`config.mk`:
```
export PLATFORM = sky130hd
export DESIGN_NAME = id_ex_stage_flat
export DESIGN_NICKNAME = d
export VERILOG_FILES = /design/src/rtl/pipe_pkg.sv /design/src/rtl/id_ex_stage_if.sv /design/src/rtl/hazard_detect.sv /design/src/rtl/id_ex_stage.sv /design/src/flat_wrapper.sv
export SDC_FILE = /design/constraint.sdc
export NUM_CORES = 1
export LEC_CHECK = 0
export BUFFER_PORTS_ARGS = -buffer_cell sky130_fd_sc_hd__buf_2
export CAP_MARGIN = 30
export CORE_MARGIN = 2
export CORE_UTILIZATION = 25
export CTS_BUF_LIST = sky130_fd_sc_hd__clkbuf_8
export DETAILED_ROUTE_END_ITERATION = 8
export HOLD_SLACK_MARGIN = 0.12
export PLACE_DENSITY = 0.6
export SETUP_SLACK_MARGIN = 0.15
export SLEW_MARGIN = 20
export SYNTH_ARGS = -nofsm -noshare
export SYNTH_HDL_FRONTEND = slang
export SYNTH_HIERARCHICAL = 1
export SYNTH_SLANG_ARGS = --single-unit
```
`constraint.sdc`:
```
create_clock -name clk -period 3.1 [get_ports clk]
set_input_delay 0.31 -clock clk [delete_from_list [all_inputs] [get_ports clk]]
set_output_delay 0.31 -clock clk [all_outputs]
set_load 0.02 [all_outputs]
```
`src/rtl/pipe_pkg.sv`:
```
// Shared pipeline definitions: datapath width default, ALU op classes and x0.
package pipe_pkg;
  localparam int XLEN_DEF = 32;

  typedef enum logic [1:0] {
    ALUOP_ADD   = 2'b00,
    ALUOP_SUB   = 2'b01,
    ALUOP_FUNCT = 2'b10
  } aluop_e;

  localparam logic [4:0] REG_X0 = 5'd0;
endpackage

```
`src/rtl/id_ex_stage_if.sv`:
```
// Decode-side inputs, execute-side register outputs and stall status of the ID/EX stage.
interface id_ex_stage_if
  import pipe_pkg::*;
#(
  parameter int XLEN   = XLEN_DEF,
  parameter int SCNT_W = 16
);
  logic            validD, regwriteD, reg_destD, alusrcD, branchD, memwriteD, memtoregD;
  logic [1:0]      aluopD;
  logic [XLEN-1:0] rd1D, rd2D, immD, pcD;
  logic [4:0]      rs1D, rs2D, rdD;
  logic            flushE;

  logic            validE, regwriteE, reg_destE, alusrcE, branchE, memwriteE, memtoregE;
  logic [1:0]      aluopE;
  logic [XLEN-1:0] rd1E, rd2E, immE, pcE;
  logic [4:0]      rs1E, rs2E, rdE;
  logic            stallF, stallD;
  logic [SCNT_W-1:0] stall_cnt;

  modport master (
    output validD, regwriteD, reg_destD, alusrcD, branchD, memwriteD, memtoregD,
           aluopD, rd1D, rd2D, immD, pcD, rs1D, rs2D, rdD, flushE,
    input  validE, regwriteE, reg_destE, alusrcE, branchE, memwriteE, memtoregE,
           aluopE, rd1E, rd2E, immE, pcE, rs1E, rs2E, rdE, stallF, stallD, stall_cnt
  );

  modport slave (
    input  validD, regwriteD, reg_destD, alusrcD, branchD, memwriteD, memtoregD,
           aluopD, rd1D, rd2D, immD, pcD, rs1D, rs2D, rdD, flushE,
    output validE, regwriteE, reg_destE, alusrcE, branchE, memwriteE, memtoregE,
           aluopE, rd1E, rd2E, immE, pcE, rs1E, rs2E, rdE, stallF, stallD, stall_cnt
  );
endinterface

```
`src/rtl/hazard_detect.sv`:
```
// Load-use hazard detection between the load in EX and the instruction in decode.
module hazard_detect
  import pipe_pkg::*;
(
  input  logic       validE,
  input  logic       memtoregE,
  input  logic [4:0] rdE,
  input  logic       validD,
  input  logic [4:0] rs1D,
  input  logic [4:0] rs2D,
  input  logic       flushE,
  output logic       hz,
  output logic       stall
);
  assign hz    = validE & memtoregE & (rdE != REG_X0) & validD & ((rdE == rs1D) | (rdE == rs2D));
  // A taken branch squashes the dependent instruction anyway, so no hold is needed.
  assign stall = hz & ~flushE;
endmodule

```
`src/rtl/id_ex_stage.sv`:
```
// ID/EX pipeline register with load-use bubble insertion, flush and saturating stall counter.
module id_ex_stage
  import pipe_pkg::*;
#(
  parameter int XLEN   = XLEN_DEF,
  parameter int SCNT_W = 16
)
(
  input  logic         clk,
  input  logic         reset_n,
  id_ex_stage_if.slave bus
);
  typedef struct packed {
    logic            valid;
    logic            regwrite;
    logic            reg_dest;
    logic            alusrc;
    logic            branch;
    logic            memwrite;
    logic            memtoreg;
    logic [1:0]      aluop;
    logic [XLEN-1:0] rd1;
    logic [XLEN-1:0] rd2;
    logic [XLEN-1:0] imm;
    logic [XLEN-1:0] pc;
    logic [4:0]      rs1;
    logic [4:0]      rs2;
    logic [4:0]      rd;
  } ex_t;

  ex_t               ex_d, ex_q;
  logic [SCNT_W-1:0] stall_cnt_d, stall_cnt_q;
  logic              hz, stall;

  hazard_detect u_hazard (
    .validE    (ex_q.valid),
    .memtoregE (ex_q.memtoreg),
    .rdE       (ex_q.rd),
    .validD    (bus.validD),
    .rs1D      (bus.rs1D),
    .rs2D      (bus.rs2D),
    .flushE    (bus.flushE),
    .hz        (hz),
    .stall     (stall)
  );

  always_comb begin
    ex_d = '{valid: bus.validD, regwrite: bus.regwriteD, reg_dest: bus.reg_destD,
             alusrc: bus.alusrcD, branch: bus.branchD, memwrite: bus.memwriteD,
             memtoreg: bus.memtoregD, aluop: bus.aluopD, rd1: bus.rd1D, rd2: bus.rd2D,
             imm: bus.immD, pc: bus.pcD, rs1: bus.rs1D, rs2: bus.rs2D, rd: bus.rdD};
    // Bubble: flush and load-use both leave a fully zeroed slot in EX.
    if (bus.flushE || hz) ex_d = '0;

    stall_cnt_d = stall_cnt_q;
    if (stall && (stall_cnt_q != '1)) stall_cnt_d = stall_cnt_q + SCNT_W'(1);
  end

  always_ff @(posedge clk or negedge reset_n) begin
    if (!reset_n) begin
      ex_q        <= '0;
      stall_cnt_q <= '0;
    end else begin
      ex_q        <= ex_d;
      stall_cnt_q <= stall_cnt_d;
    end
  end

  assign bus.validE    = ex_q.valid;
  assign bus.regwriteE = ex_q.regwrite;
  assign bus.reg_destE = ex_q.reg_dest;
  assign bus.alusrcE   = ex_q.alusrc;
  assign bus.branchE   = ex_q.branch;
  assign bus.memwriteE = ex_q.memwrite;
  assign bus.memtoregE = ex_q.memtoreg;
  assign bus.aluopE    = ex_q.aluop;
  assign bus.rd1E      = ex_q.rd1;
  assign bus.rd2E      = ex_q.rd2;
  assign bus.immE      = ex_q.imm;
  assign bus.pcE       = ex_q.pc;
  assign bus.rs1E      = ex_q.rs1;
  assign bus.rs2E      = ex_q.rs2;
  assign bus.rdE       = ex_q.rd;
  assign bus.stallF    = stall;
  assign bus.stallD    = stall;
  assign bus.stall_cnt = stall_cnt_q;
endmodule

```
`src/flat_wrapper.sv`:
```
// flat-port wrapper written by rule: the top's interface ports become plain ports
module id_ex_stage_flat import pipe_pkg::*;
#(
  parameter int XLEN   = XLEN_DEF,
  parameter int SCNT_W = 16
)
  (clk, reset_n, bus_validD, bus_regwriteD, bus_reg_destD, bus_alusrcD, bus_branchD, bus_memwriteD, bus_memtoregD, bus_aluopD, bus_rd1D, bus_rd2D, bus_immD, bus_pcD, bus_rs1D, bus_rs2D, bus_rdD, bus_flushE, bus_validE, bus_regwriteE, bus_reg_destE, bus_alusrcE, bus_branchE, bus_memwriteE, bus_memtoregE, bus_aluopE, bus_rd1E, bus_rd2E, bus_immE, bus_pcE, bus_rs1E, bus_rs2E, bus_rdE, bus_stallF, bus_stallD, bus_stall_cnt);
  id_ex_stage_if #(.XLEN(XLEN), .SCNT_W(SCNT_W)) bus_i ();
  input  logic clk;
  input  logic reset_n;
  input wire logic [$bits(bus_i.validD)-1:0] bus_validD;
  input wire logic [$bits(bus_i.regwriteD)-1:0] bus_regwriteD;
  input wire logic [$bits(bus_i.reg_destD)-1:0] bus_reg_destD;
  input wire logic [$bits(bus_i.alusrcD)-1:0] bus_alusrcD;
  input wire logic [$bits(bus_i.branchD)-1:0] bus_branchD;
  input wire logic [$bits(bus_i.memwriteD)-1:0] bus_memwriteD;
  input wire logic [$bits(bus_i.memtoregD)-1:0] bus_memtoregD;
  input wire logic [$bits(bus_i.aluopD)-1:0] bus_aluopD;
  input wire logic [$bits(bus_i.rd1D)-1:0] bus_rd1D;
  input wire logic [$bits(bus_i.rd2D)-1:0] bus_rd2D;
  input wire logic [$bits(bus_i.immD)-1:0] bus_immD;
  input wire logic [$bits(bus_i.pcD)-1:0] bus_pcD;
  input wire logic [$bits(bus_i.rs1D)-1:0] bus_rs1D;
  input wire logic [$bits(bus_i.rs2D)-1:0] bus_rs2D;
  input wire logic [$bits(bus_i.rdD)-1:0] bus_rdD;
  input wire logic [$bits(bus_i.flushE)-1:0] bus_flushE;
  output wire logic [$bits(bus_i.validE)-1:0] bus_validE;
  output wire logic [$bits(bus_i.regwriteE)-1:0] bus_regwriteE;
  output wire logic [$bits(bus_i.reg_destE)-1:0] bus_reg_destE;
  output wire logic [$bits(bus_i.alusrcE)-1:0] bus_alusrcE;
  output wire logic [$bits(bus_i.branchE)-1:0] bus_branchE;
  output wire logic [$bits(bus_i.memwriteE)-1:0] bus_memwriteE;
  output wire logic [$bits(bus_i.memtoregE)-1:0] bus_memtoregE;
  output wire logic [$bits(bus_i.aluopE)-1:0] bus_aluopE;
  output wire logic [$bits(bus_i.rd1E)-1:0] bus_rd1E;
  output wire logic [$bits(bus_i.rd2E)-1:0] bus_rd2E;
  output wire logic [$bits(bus_i.immE)-1:0] bus_immE;
  output wire logic [$bits(bus_i.pcE)-1:0] bus_pcE;
  output wire logic [$bits(bus_i.rs1E)-1:0] bus_rs1E;
  output wire logic [$bits(bus_i.rs2E)-1:0] bus_rs2E;
  output wire logic [$bits(bus_i.rdE)-1:0] bus_rdE;
  output wire logic [$bits(bus_i.stallF)-1:0] bus_stallF;
  output wire logic [$bits(bus_i.stallD)-1:0] bus_stallD;
  output wire logic [$bits(bus_i.stall_cnt)-1:0] bus_stall_cnt;
  assign bus_i.validD = bus_validD;
  assign bus_i.regwriteD = bus_regwriteD;
  assign bus_i.reg_destD = bus_reg_destD;
  assign bus_i.alusrcD = bus_alusrcD;
  assign bus_i.branchD = bus_branchD;
  assign bus_i.memwriteD = bus_memwriteD;
  assign bus_i.memtoregD = bus_memtoregD;
  assign bus_i.aluopD = bus_aluopD;
  assign bus_i.rd1D = bus_rd1D;
  assign bus_i.rd2D = bus_rd2D;
  assign bus_i.immD = bus_immD;
  assign bus_i.pcD = bus_pcD;
  assign bus_i.rs1D = bus_rs1D;
  assign bus_i.rs2D = bus_rs2D;
  assign bus_i.rdD = bus_rdD;
  assign bus_i.flushE = bus_flushE;
  assign bus_validE = bus_i.validE;
  assign bus_regwriteE = bus_i.regwriteE;
  assign bus_reg_destE = bus_i.reg_destE;
  assign bus_alusrcE = bus_i.alusrcE;
  assign bus_branchE = bus_i.branchE;
  assign bus_memwriteE = bus_i.memwriteE;
  assign bus_memtoregE = bus_i.memtoregE;
  assign bus_aluopE = bus_i.aluopE;
  assign bus_rd1E = bus_i.rd1E;
  assign bus_rd2E = bus_i.rd2E;
  assign bus_immE = bus_i.immE;
  assign bus_pcE = bus_i.pcE;
  assign bus_rs1E = bus_i.rs1E;
  assign bus_rs2E = bus_i.rs2E;
  assign bus_rdE = bus_i.rdE;
  assign bus_stallF = bus_i.stallF;
  assign bus_stallD = bus_i.stallD;
  assign bus_stall_cnt = bus_i.stall_cnt;
  id_ex_stage #(.XLEN(XLEN), .SCNT_W(SCNT_W)) u_core (.clk(clk), .reset_n(reset_n), .bus(bus_i));
endmodule
```
==> qor.yml <==
detailed_routing:
  totalWireLength_um: 17800
  ant_nets: 0
  drt-wirelength-per-cell_um: 14.8
  routed-via-count: 4764
  drcViolationCount: 0
  dr.pass1.iters: 4
  drt_iter0_drc: 173
  post_drt_via_cell_ratio: 3.97
worst_setup_path:
  crit_fanout: 8
  startpoint: "bus_rs1D[0]"
  cp_data_required_time_ns: 3.46
  rr_startpoint: "u_core/bus.rdE[2]"
  path_class: "in2reg"
  timing.critical_path.from_type: "input port"
  worstPathArrival_ns: 2.86
  worst_setup_path_end_kind: "register"
sta:
  period_share: 0.808
  worst_slew_pin_slew_ns: 0.624
  finalClockSkew_ns: 0.0167
  grt_setup_unrepaired: "no"
  max_freq_mhz: 399
  relSlewSlack: 0.583
  finalHoldViolCount: 0
  setup_viol: 0
  slew_viol_final: 0
  finalCriticalPeriod_ns: 2.51
  setup_tns_ns: 0
global_route:
  antenna_found_initial: 1
  grt_use_total: 0.144
  grt_start_max_net_pins: 63
  grt_pass1_wl_um: 27200
  grt-ovfl-total: 0
  first_global_vias: 5224
cts:
  numCtsBuffers: 17
  path_clk_slew_ns: 0.10
  cts_tree: "built"
  ctsResizeCount: 0
  cts_root_buf: "clkbuf_8"
  cts_max_level: 4
  cts_num_sinks: 168
  cts_buffer_depth: 2
  clock_latency_ns: 0.44
die:
  ios: 325
  start_util: 0.255
  dieArea_um2: 24400
  row_count: 55
  die_y_um: 156
  fp.dieW_um: 156
  coreArea_um2: 22600
logic_synthesis:
  netlist_area_um2: 5780
  yosysWarnings: 6
  synth-seq-cells: 168
  ys.flop_type: "dfrtp_1"
  synth-seq-area-share: 0.727
  ys_types: 31
  syn_nets: 571
  syn_avg_cell_area_um2: 13.9
  synthArstFlopShare: 1.00
  syn_inst: 415
  synth_edf_count: 0
job:
  max_cap_violations: 0
placed_design:
  io_buffers: 324
  routabilityCongestion: 0.746
  place_inst: 1014
  hpwlAfterDp_um: 11900
pwr:
  ir_drop_uv: 253
  powerDensity_nw_per_um2: 464
  leakage_uw: 0.00516
run_status:
  outcome: "complete, no violations"
final_layout:
  layout.cells.non_filler: 1199
  final_util: 0.429
  drive_gt1_frac: 0.408
  diodes: 0
  area_growth_syn_to_layout_pct: 68.1
  nNetsFinal: 1057
hold_path:
  min_from: "bus_flushE"
  min_path_type: "in2reg"
## sequential cells by signal, summed over array words and instances, names as in the netlist
signal and count:
u_core/bus.aluopE 2, u_core/bus.alusrcE 1, u_core/bus.branchE 1, u_core/bus.immE 32, u_core/bus.memtoregE 1, u_core/bus.memwriteE 1
u_core/bus.pcE 32, u_core/bus.rd1E 32, u_core/bus.rd2E 32, u_core/bus.rdE 5, u_core/bus.reg_destE 1, u_core/bus.regwriteE 1
u_core/bus.rs1E 5, u_core/bus.rs2E 5, u_core/bus.stall_cnt 16, u_core/bus.validE 1
## metal layers
layer	wire length [um]	up-vias	GRT usage
li1	-	2286	-
met2	8770	205	0.248
met1	7330	2250	0.170
met5	13	-	0
met4	338	2	0.0463
met3	1320	21	0.0489
## cells by family (layout without fill, tap and decap cells)
| family | after synthesis | count (layout) | share of synthesized area |
|---|---|---|---|
| DFF | 168 | 168 | 0.727 |
| adders and majority gates | 1 | 1 | 0.00216 |
| muxes | 1 | 1 | 0.00260 |
| buffers and inverters | 17 | 516 | 0.0117 |
| and+or+nand+nor | 197 | 197 | 0.215 |
| xor gates and xnor gates | 20 | 20 | 0.0303 |
| AOI/OAI and AO/OA | 11 | 11 | 0.0110 |
## cell usage in the layout (no fill, tap or decap), types with 2 or more instances in the layout
master and count:
dfrtp_1 168, clkbuf_8 18, and2_1 152, xor2_1 17, nand2_1 6, inv_6 7, nor4_1 3, nand4_1 7
buf_12 4, nor3_1 6, buf_2 323, dlygate4sd3_1 153, clkinv_4 2, nand3_1 3, buf_4 3, and4_1 2
xnor2_1 3, inv_8 2, o21ai_0 4, a21oi_1 3, nor2_1 7
## critical path, stage by stage
cell	delay, ns
dlygate4sd3_1	0.54
buf_2	0.15
xor2_1	0.17
nor3_2	0.15
a22oi_1	0.13
nor4_2	0.26
buf_4	0.19
nand4_1	0.15
or2_2	0.38
nor4_1	0.24
xor2_1	0.19
## path summary, 6_finish.rpt
check | depth (start not counted) | slack (ns) | to
max | 11 | 0.59 | u_core/bus.stall_cnt[11]
min | 3 | 0.33 | u_core/bus.immE[4]
max reg2reg | 9 | 0.69 | u_core/bus.stall_cnt[11]
min reg2reg | 1 | 0.52 | u_core/bus.stall_cnt[15]
max in group asynchronous | 3 | 1.86 | u_core/bus.rd1E[12]
min in group asynchronous | 2 | 0.38 | u_core/bus.stall_cnt[8]
## Yosys cell counts, drive strengths merged (2+ instances only)
library cell / count / area [um^2]
a21oi: 3 / 15.0
and2: 152 / 951
and4: 2 / 17.5
clkbuf: 16 / 60.1
dfrtp: 168 / 4200
nand2: 7 / 28.8
nand3: 3 / 15.0
nand4: 9 / 77.6
nor2: 8 / 30.0
nor3: 7 / 40.0
nor4: 5 / 52.6
o21ai: 4 / 20.0
or4: 2 / 18.8
xnor2: 3 / 26.3
xor2: 17 / 149
## final cells by class
class / instances / area (um^2)
Fill cell: 2085 / 12900
Clock inverter: 14 / 130
Timing Repair Buffer: 484 / 3260
Multi-Input combinational cell: 230 / 1520
Sequential cell: 168 / 4200
Tap cell: 285 / 357
Clock buffer: 18 / 248
## power by group
group          internal [uW]  switching (uW)
combinational            334             344
sequential              2290            32.5
clock                    614             891
## through the flow
stage	setup WS (ns)	power (uW)	hold WS, ns	cell area [um^2]
floorplan	0.301	2600	0.0144	5780
global placement	0.738	2890	0.306	7810
detailed placement	0.688	2890	0.304	7810
CTS	0.628	4580	0.296	9720
global route	0.410	4740	0.318	9720
finish	0.594	4510	0.329	9720
## what timing repair did
action / 4_1_cts / 5_1_grt
setup endpoints to repair: 0 / 0
hold buffers: 153 / 0
buffers inserted: 0 / 0
endpoints found under the hold margin: 204 / 0
(Power assumes the default switching activity.)
